[src/rtl/jstk_spi_responder.sv]
// SPI mode-0 slave emulating the joystick: returns a 5-byte position/button report, decodes the LED command byte.
// All SPI lines are oversampled in the clk domain; clk must run at least 8x sclk.
module jstk_spi_responder #(
    parameter int SYNC_STAGES = 2,
    parameter int NUM_BYTES   = 5
) (
    input  logic       clk,
    input  logic       rst,
    input  logic       ss,
    input  logic       sclk,
    input  logic       mosi,
    output logic       miso,
    input  logic [9:0] x_pos,
    input  logic [9:0] y_pos,
    input  logic [2:0] btn,
    output logic [1:0] led_cmd,
    output logic       cmd_valid,
    output logic       frame_done,
    output logic       busy
);

    localparam int IW = $clog2(NUM_BYTES + 1);
    localparam logic [IW-1:0] LAST_IDX = IW'(NUM_BYTES);

    typedef enum logic {IDLE, ACTIVE} state_t;

    // Bit 2 = ss, bit 1 = sclk, bit 0 = mosi
    logic [SYNC_STAGES-1:0][2:0] sync_q;
    logic [2:0]                  lines;
    logic [2:0]                  hist_q;
    logic                        ss_fall, ss_rise, sclk_rise, sclk_fall;

    state_t          state, state_n;
    logic [7:0]      tx_shift, tx_n;
    logic [7:0]      rx_shift, rx_n;
    logic [3:0]      bit_cnt, bit_n;
    logic [IW-1:0]   byte_idx, idx_n;
    logic [IW-1:0]   complete_cnt, cnt_n;
    logic [9:0]      x_snap, x_snap_n;
    logic [9:0]      y_snap, y_snap_n;
    logic [2:0]      btn_snap, btn_snap_n;
    logic [1:0]      led_n;
    logic            cmd_valid_n, frame_done_n;

    assign lines     = sync_q[SYNC_STAGES-1];
    assign ss_fall   =  hist_q[2] & ~lines[2];
    assign ss_rise   = ~hist_q[2] &  lines[2];
    assign sclk_rise = ~hist_q[1] &  lines[1];
    assign sclk_fall =  hist_q[1] & ~lines[1];

    assign busy = (state == ACTIVE);
    assign miso = (state == ACTIVE) & tx_shift[7];

    function automatic logic [7:0] report_byte(input logic [IW-1:0] idx);
        logic [7:0] b;
        b = 8'h00;
        if (idx < LAST_IDX) begin
            case (idx)
                IW'(0):  b = x_snap[7:0];
                IW'(1):  b = {6'b0, x_snap[9:8]};
                IW'(2):  b = y_snap[7:0];
                IW'(3):  b = {6'b0, y_snap[9:8]};
                IW'(4):  b = {5'b0, btn_snap};
                default: b = 8'h00;
            endcase
        end
        return b;
    endfunction

    always_comb begin
        state_n      = state;
        tx_n         = tx_shift;
        rx_n         = rx_shift;
        bit_n        = bit_cnt;
        idx_n        = byte_idx;
        cnt_n        = complete_cnt;
        x_snap_n     = x_snap;
        y_snap_n     = y_snap;
        btn_snap_n   = btn_snap;
        led_n        = led_cmd;
        cmd_valid_n  = 1'b0;
        frame_done_n = 1'b0;
        case (state)
            IDLE: begin
                // An sclk rise coinciding with the ss fall is deliberately dropped
                if (ss_fall) begin
                    x_snap_n   = x_pos;
                    y_snap_n   = y_pos;
                    btn_snap_n = btn;
                    tx_n       = x_pos[7:0];
                    bit_n      = 4'd0;
                    idx_n      = '0;
                    cnt_n      = '0;
                    state_n    = ACTIVE;
                end
            end
            ACTIVE: begin
                if (ss_rise) begin
                    state_n      = IDLE;
                    frame_done_n = (complete_cnt >= LAST_IDX);
                end else if (sclk_rise) begin
                    rx_n = {rx_shift[6:0], hist_q[0]};
                    if (bit_cnt == 4'd7) begin
                        bit_n = 4'd0;
                        if (byte_idx != LAST_IDX)     idx_n = byte_idx + 1'b1;
                        if (complete_cnt != LAST_IDX) cnt_n = complete_cnt + 1'b1;
                        if (byte_idx == '0 && rx_n[7:2] == 6'b100000) begin
                            led_n       = rx_n[1:0];
                            cmd_valid_n = 1'b1;
                        end
                    end else begin
                        bit_n = bit_cnt + 4'd1;
                    end
                end else if (sclk_fall) begin
                    if (bit_cnt != 4'd0) tx_n = {tx_shift[6:0], 1'b0};
                    else                 tx_n = report_byte(byte_idx);
                end
            end
            default: state_n = IDLE;
        endcase
    end

    always_ff @(posedge clk) begin
        if (rst) begin
            sync_q       <= '0;
            hist_q       <= '0;
            state        <= IDLE;
            tx_shift     <= '0;
            rx_shift     <= '0;
            bit_cnt      <= '0;
            byte_idx     <= '0;
            complete_cnt <= '0;
            x_snap       <= '0;
            y_snap       <= '0;
            btn_snap     <= '0;
            led_cmd      <= 2'b00;
            cmd_valid    <= 1'b0;
            frame_done   <= 1'b0;
        end else begin
            sync_q       <= {sync_q[SYNC_STAGES-2:0], {ss, sclk, mosi}};
            hist_q       <= lines;
            state        <= state_n;
            tx_shift     <= tx_n;
            rx_shift     <= rx_n;
            bit_cnt      <= bit_n;
            byte_idx     <= idx_n;
            complete_cnt <= cnt_n;
            x_snap       <= x_snap_n;
            y_snap       <= y_snap_n;
            btn_snap     <= btn_snap_n;
            led_cmd      <= led_n;
            cmd_valid    <= cmd_valid_n;
            frame_done   <= frame_done_n;
        end
    end

endmodule

[config.mk]
export PLATFORM = sky130hd
export DESIGN_NAME = jstk_spi_responder
export DESIGN_NICKNAME = d
export VERILOG_FILES = /design/src/rtl/jstk_spi_responder.sv
export SDC_FILE = /design/constraint.sdc
export NUM_CORES = 1
export LEC_CHECK = 0
export BUFFER_PORTS_ARGS = -buffer_cell sky130_fd_sc_hd__buf_2
export CAP_MARGIN = 10
export CELL_PAD_IN_SITES_DETAIL_PLACEMENT = 0
export CELL_PAD_IN_SITES_GLOBAL_PLACEMENT = 1
export CORE_UTILIZATION = 38
export DETAILED_ROUTE_END_ITERATION = 7
export PLACE_DENSITY_LB_ADDON = 0.15
export SYNTH_ARGS = -nofsm -noshare
export SYNTH_HDL_FRONTEND = slang
export SYNTH_SLANG_ARGS = --single-unit
[constraint.sdc]
create_clock -name clk -period 2.3 [get_ports clk]
set_clock_uncertainty 0.2 [all_clocks]
set_input_delay 0.46 -clock clk [delete_from_list [all_inputs] [get_ports clk]]
set_output_delay 0.46 -clock clk [all_outputs]
set_load 0.005 [all_outputs]
-- Yosys cells after proc, flatten, opt, wreduce, memory -nomap -nowiden
Index checks and enable logic that the tools add are counted.
- $lt $le $gt $ge: 2
- reductions and logical operators: 12
- equal/unequal tests: 16
- bitwise gates (word level): 13
- muxes and demuxes: 28
- add/sub/neg operators: 3
- operators by type and width (kind ; number):
    two-way mux 8 bit ; 6
    case mux 8 bit (5 select lines) ; 1
    two-way mux 3 bit ; 9
    two-way mux 4 bit ; 4
    case mux 8 bit (2 select lines) ; 1
    AND reduction 5 bit ; 3
    case mux 3 bit (2 select lines) ; 2
    inequality test 2 bit (second input constant) ; 5
    inverter 1 bit ; 8
    case mux 4 bit (2 select lines) ; 1
    adder 3 x 1 -> 3 bit (second input constant) ; 2
    == test 3 x 2 -> 1 bit (second input constant) ; 2
    == test 6 bit (second input constant) ; 1
    inequality test 2 x 1 -> 1 bit (second input constant) ; 3
    inequality test 3 bit (second input constant) ; 2
    AND reduction 3 bit ; 2
    AND 1 bit ; 5
    OR reduction 5 bit ; 1
    adder 4 x 1 -> 4 bit (second input constant) ; 1
    == test 4 x 3 -> 1 bit (second input constant) ; 1
    AND reduction 4 bit ; 1
    nonzero test 4 bit ; 1
    == test 3 x 1 -> 1 bit (second input constant) ; 1
    == test 3 bit (second input constant) ; 1
    other kinds (8) ; 10
- input bits: 28
- word-level logic and storage cells: 89
- register bits after elaboration: 62
- output and inout bits: 6

-- Logic depth before layout (Yosys ltp)
Gate-level depths: netlist of the first run.
- depth after elaboration: 8
- gate-level depth with buffers: 8
- depth with buffers taken out: 6

-- Worst setup path after synthesis of the first run
OpenSTA, ideal clock, no wires.
- path kind: register -> register
- start: register byte_idx[2]
- end: register tx_shift[3]
- slack: 0.095 ns
- period minus slack after synthesis: 2.205 ns
- arrival time: 1.873 ns
- stages on the path, launching flop included: 9
- cells stage by stage: dfxtp_1 > clkbuf_1 > clkbuf_1 > inv_1 > ha_1 > nor4_1 > nor4_1 > o221ai_1 > a21oi_1
- longest elaborated chain between the ends: 8
- elaborated cells on any way between the ends: 13
- those cells by class: order compare (1); eq/ne (4); mux (7); reduce/logical (1)
- RTL lines (item ; RTL line ; source):
    start, declared ; 37 ; logic [IW-1:0] byte_idx, idx_n;
    start signal, assigned ; 146 ; byte_idx <= idx_n;
    == test 3 bit (tied with other cells) ; 58 ; case (idx)
    case mux 8 bit (5 select lines) ; 58 ;
    two-way mux 8 bit * ; 57 ; if (idx < LAST_IDX) begin
    two-way mux 8 bit * ; 115 ; if (bit_cnt != 4'd0) tx_n = {tx_shift[6:0], 1'b0};
    two-way mux 8 bit * ; 114 ; end else if (sclk_fall) begin
    two-way mux 8 bit * ; 101 ; end else if (sclk_rise) begin
    two-way mux 8 bit * ; 98 ; if (ss_rise) begin
    case mux 8 bit (2 select lines) * ; 83 ; case (state)
    end signal, assigned ; 143 ; tx_shift <= tx_n;
    end, declared ; 34 ; logic [7:0] tx_shift, tx_n;
Mark *: on every way between the ends. The rest lies on a longest branch, timed or not. The select of a mux whose other input is x is not followed.
A chain may end at the register's enable or synchronous reset.

-- Final worst setup path of the first run
- start: register byte_idx[0]
- end: register tx_shift[1]
The elaborated chain is that of the path after synthesis.

==> results of run 1 <==
[registers in the layout (all words and copies together), names as in the netlist]
| name | count |
|---|---|
| x_snap | 10 |
| y_snap | 10 |
| tx_shift | 8 |
| rx_shift | 7 |
| bit_cnt | 4 |
| btn_snap | 3 |
| byte_idx | 3 |
| complete_cnt | 3 |
| hist_q | 3 |
| lines | 3 |
| sync_q | 3 |
| led_cmd | 2 |
| busy | 1 |
| cmd_valid | 1 |
| frame_done | 1 |
[logic make-up after synthesis]
logic type,Yosys count,share of synthesized area [%]
buffers and inverters,37,5.253
AOI/OAI and AO/OA,97,22.07
DFF,62,45.71
muxes,1,0.3687
adders and majority gates,9,4.148
and+or+nand+nor,124,22.44
[metal layers]
metal / global-route usage (%) / vias up / wire, um
met5: 0 / - / 0
met1: 27.81 / 1099 / 3443
met2: 27.78 / 44 / 2781
li1: - / 1234 / -
met3: 5.714 / 8 / 239
met4: 5.909 / 0 / 82
[through the flow]
step	hold WS (ps)	std cells	power [mW]	util (%)	setup slack [ps]
2_1_floorplan	213.8	330	1.189	-	94.79
3_3_place_gp	215.4	448	1.242	44.03	34.86
3_5_place_dp	233.3	448	1.241	44.03	39.88
4_1_cts	115.1	464	2.278	47.16	18.04
5_1_grt	131.3	464	2.361	47.25	63.37
6_report	122.2	464	2.256	47.25	185.0
[cell usage in the layout, fill, tap and decap left out, drive strengths merged, types with 2 or more instances in the layout]
master	count
a21o	5
a22oi	6
nor4	9
dfxtp	62
clkinv	3
nor2b	10
nand2b	3
o221ai	5
nor3b	2
bufinv	2
a222oi	2
inv	12
o21ai	13
nor2	4
nor3	3
a32oi	2
a21oi	49
buf	47
clkbuf	10
ha	9
a211oi	4
nand4	3
nand2	70
nand3	8
or4	3
[worst paths after layout]
check	to	depth (start not counted)
max	tx_shift[1]$_SDFFE_PP0P_	6
min	sync_q[1]$_SDFF_PP0_	2
max reg2reg	tx_shift[1]$_SDFFE_PP0P_	6
min reg2reg	lines[0]$_SDFF_PP0_	1
[cell usage after synthesis, drive strengths merged (4+ instances only)]
master	n
a211oi	4
nand2	70
nor2b	10
ha	9
dfxtp	62
nor4	9
inv	12
o221ai	5
nor2	4
a21o	5
nand3	8
clkbuf	22
o21ai	13
a22oi	6
a21oi	49
[repair_timing]
item	CTS	global route
buffers inserted	0	0
setup endpoints to repair	0	5
gates resized for setup	0	1
[power by group]
group	total [mW]	internal (mW)	switching, mW
sequential	1.10	1.09	0.0114
clock	1.04	0.608	0.432
combinational	0.112	0.0456	0.0668
total	2.26	1.75	0.510
[final cells by class]
class                      instances  area (sq um)  area share, %
inverter                          12         45.04          1.395
sequential                        62          1241          38.45
timing repair buffer              47         270.3          8.372
tap                               96         120.1          3.721
multi-input combinational        231          1338          41.43
clock inverter                     6         86.33          2.674
clock buffer                      10         127.6          3.953
==> results.yml, run 1 <==
cts:
  clock_sinks: 62
  cts_root_buffer: "clkbuf_8"
  cts_tree: "built"
  worstSkewPairLatency_ps: 340
  cts_made_buffers: 9
  cts.path.max_buffers: 2
  h-tree-depth: 3
  path_clk_slew_ps: 70
  hold_buffers: 0
power_and_ir_drop:
  powerDensity_mw_per_mm2: 698.9
  p_leak_nw: 1.173
  max-vdd-ir-drop_mv: 0.3210
die:
  die_width_um: 86.53
  ios: 34
  rows: 30
  dieArea_sq_mm: 0.007487
  core_sq_mm: 0.006832
  start_util_pct: 39.74
  die_y_um: 86.53
setup_path:
  cp_top_family: "compound AO/OA/AOI/OAI gates"
  cp_max_fo: 9
  cp_cell_sequence: "inv_1, ha_1, buf_4, o311a_1, a221oi_1, o32ai_1"
  critPathBufInv: 2
  reg2reg_slack_ps: 180
  timing_worst_setup_path_type: "register to register"
  end_kind: "register"
  cpMaxStageDelayCell: "dfxtp_1"
  worstSetupStartpoint: "byte_idx[0]$_SDFFE_PP0P_"
  start_kind: "register"
  critPathRequiredTime_ps: 2300
  reg2reg_from: "byte_idx[0]$_SDFFE_PP0P_"
  worstPathArrival_ps: 2120
  cpPeakStageDelay_ps: 390
routing:
  vias: 2385
  route.detailed.drc: 0
  viasPerCell: 5.140
  drt_iter0_drc: 107
  drt-total-wl_um: 6547
  wl_per_cell_um: 14.11
  first_pass_iters: 4
  detail-route-antenna-nets: 0
sta:
  rsz0062_at_grt: "no"
  max_slew.worst_pin.slew_ps: 546.8
  hold_viol: 0
  relSlewSlack_pct: 63.55
  fin_crit_ps: 2115
  finalSetupViolations: 0
  post-route-period-util_pct: 91.96
  timing.fmax_mhz: 472.8
  slew_viol_final: 0
  setup_tns_ps: 0
logic_synthesis:
  ys_ff_latch: 62
  synthesis.area_sq_mm: 0.002715
  synthTopCellsByArea: "dfxtp_1, nand2_1, a21oi_1"
  ys_seq_area_share_pct: 45.71
  synth_fp_nets: 367
  synth_top_area_share_pct: 45.71
  synth_edf_count: 0
  synth.yosys.warnings: 0
  synth_top_cell_by_area: "dfxtp_1"
  synth_cells: 330
  async_flop_share_pct: 0
  yosysUniqueCellTypes: 45
  ys.flop_type: "dfxtp_1"
  syn_area_per_cell_sq_um: 8.228
placement:
  placed_area_sq_mm: 0.003008
  hpwl_um: 4492
  io_buffer_count: 33
  gp_congestion: 0.7572
global_route:
  grt_max_degree: 28
  grt_pass1_vias: 2199
  grt_usage_pct: 19.35
  grt_pass1_wl_um: 10970
  antenna_found_initial: 0
  overflow: 0
final_layout:
  n_antenna_cell: 0
  nNetsFinal: 400
  area_delta_synth_final_pct: 18.89
  final_cell_area_sq_mm: 0.003228
  fillers: 716
  drive_gt1_share_pct: 18.21
hold_path:
  min_path_type: "input pin to register"
  min_from: "sclk"
status:
  run_status: "complete, no violations"
job:
  max_cap_violations: 0
Power figures use the tool's default switching activity.
==> inputs of run 2 (changes only) <==
- CORE_UTILIZATION: 38 -> 40
- CTS_BUF_LIST: unset -> sky130_fd_sc_hd__clkbuf_4 sky130_fd_sc_hd__clkbuf_8
- CTS_CLUSTER_DIAMETER: unset -> 40
==> run 2 against run 1 <==
  * Total power rose by 5.2%
  * Setup slack got worse by 0.62 ps
  * Sequential cell count unchanged
  * Utilization rose by 2.7 points
  * Sequential share of layout area is essentially flat
  * Clock-buffer cell count unchanged
  * Worst hold slack improved by 25 ps
  * Critical path depth unchanged
  * Cell area down 0.12%
  * Largest cell class unchanged
  * Highest routed layer unchanged
==> results.yml, run 2 (synthesis results as in run 1) <==
global_route:
  overflow: 0
  grt_pass1_wl_um: 11050
  grt_usage_pct: 19.22
  grt_pass1_vias: 2344
  antenna_found_initial: 0
  grt_max_degree: 26
job:
  max_cap_violations: 0
final_layout:
  final_util_pct: 49.92
  final_cell_mix: "nand2_1, dfxtp_1, a21oi_1"
  top_regs: "x_snap (10), y_snap (10), tx_shift (8)"
  regArea_sq_mm: 0.001241
  layout.cells.non_filler: 444
  multi_input_area_sq_mm: 0.001338
  area_delta_synth_final_pct: 18.76
  fillers: 684
  drive_gt1_share_pct: 18.26
  n_antenna_cell: 0
  final_common_cell: "nand2_1"
  nNetsFinal: 399
sta:
  relSlewSlack_pct: 54.16
  setup_tns_ps: 0
  setup_slack_ps: 184.3
  timing.fmax_mhz: 472.7
  slew_viol_final: 0
  hold_viol: 0
  finalSetupViolations: 0
  rsz0062_at_grt: "no"
  post-route-period-util_pct: 91.99
  fin_crit_ps: 2116
  max_slew.worst_pin.slew_ps: 684.4
die:
  die_y_um: 84.39
  core_sq_mm: 0.006459
  dieArea_sq_mm: 0.007121
  die_width_um: 84.39
  rows: 29
  ios: 34
  start_util_pct: 42.04
routing:
  detail-route-antenna-nets: 0
  first_pass_iters: 4
  vias: 2409
  drt-total-wl_um: 6356
  wl_per_cell_um: 14.32
  viasPerCell: 5.426
  route.detailed.drc: 0
  drt_iter0_drc: 86
power_and_ir_drop:
  powerDensity_mw_per_mm2: 736.0
  clockPowerShare_pct: 48.8
  p_leak_nw: 1.179
  max-vdd-ir-drop_mv: 0.4134
  p_comb_share_pct: 4.7
  p_seq_share_pct: 46.5
  p_int_mw: 1.869
  p_sw_share_pct: 21.26
  switching_power_uw: 504.5
  power.total_mw: 2.373
placement:
  place_inst: 428
  hpwl_um: 4298
  post-place-ws_ps: -24.33
  gp_congestion: 0.7475
  io_buffer_count: 33
setup_path:
  timing_worst_setup_path_type: "register to register"
  cpPeakStageDelay_ps: 390
  start_kind: "register"
  worstPathArrival_ps: 2140
  cp_cell_sequence: "inv_1, ha_1, buf_4, o311a_1, a221oi_1, o32ai_1"
  cp_num_cells: 6
  end_kind: "register"
  cp_top_family: "compound AO/OA/AOI/OAI gates"
  cpMaxStageDelayCell: "o311a_1"
  reg2reg_depth: 6
  critPathRequiredTime_ps: 2320
  cp_max_fo: 9
  worstSetupStartpoint: "byte_idx[0]$_SDFFE_PP0P_"
  reg2reg_from: "byte_idx[0]$_SDFFE_PP0P_"
  critPathBufInv: 2
status:
  run_status: "complete, no violations"
cts:
  cts_tree: "built"
  path_clk_slew_ps: 70
  hold_buffers: 0
  cts_made_buffers: 9
  worstSkewPairLatency_ps: 340
  cts.path.max_buffers: 2
  h-tree-depth: 3
  cts_root_buffer: "clkbuf_8"
  clock_sinks: 62
hold_path:
  min_from: "x_pos[8]"
  min_path_type: "input pin to register"
  whs_path_depth: 3
## run 2: cell types whose count changed in the layout (fill, tap and decap cells not counted), sizes merged
cell      change
clkinv        -2
buf           -1
bufinv        +1
clkinvlp      +1
## run 2: cell type report
class	instances	area share [%]
Multi-Input combinational cell	231	41.48
Sequential cell	62	38.49
Timing Repair Buffer	46	8.149
Clock buffer	10	4.075
Clock inverter	6	3.415
Tap cell	77	2.988
Inverter	12	1.397
## run 2: power groups by stage
stage | Combinational [mW] | Clock (mW) | Sequential (mW)
2_1_floorplan | 0.0643 | 0 | 1.12
3_3_place_gp | 0.112 | 0 | 1.13
3_5_place_dp | 0.113 | 0 | 1.13
4_1_cts | 0.114 | 1.18 | 1.10
5_1_grt | 0.126 | 1.23 | 1.11
6_report | 0.112 | 1.16 | 1.10
## run 2: through the flow
| step | cell area [sq um] | hold slack (ps) |
|---|---|---|
| 4_1_cts | 3224 | 133.0 |
| 6_report | 3224 | 147.0 |
| 2_1_floorplan | 2715 | 213.8 |
| 3_5_place_dp | 2977 | 225.6 |
| 3_3_place_gp | 2977 | 216.1 |
| 5_1_grt | 3224 | 128.2 |
## run 2: final timing paths
path	to	slack [ps]
min	x_snap[8]$_SDFFE_PP0P_	150
min reg2reg	hist_q[0]$_SDFF_PP0_	240
max	tx_shift[1]$_SDFFE_PP0P_	180
max reg2reg	tx_shift[1]$_SDFFE_PP0P_	180
## run 2: layer usage
metal	global-route usage [%]	routed length, um	up-vias
met3	6.391	267	7
met2	30.63	2844	41
met4	4.931	74	0
li1	-	-	1232
met5	0	0	-
met1	25.18	3171	1129
## run 2: what timing repair did
action                                  in CTS  in global routing
setup buffers                                0                  0
endpoints found under the setup margin       5                  0
endpoints found under the hold margin        0                  0
resized for setup                            1                  0
## run 2: worst register-to-register path: cells and delay by family (launching register included)
family | cells | cell delay (ps)
AOI/OAI and AO/OA | 3 | 800
buffers and inverters | 2 | 310
adders and majority gates | 1 | 310
DFF | 1 | 380
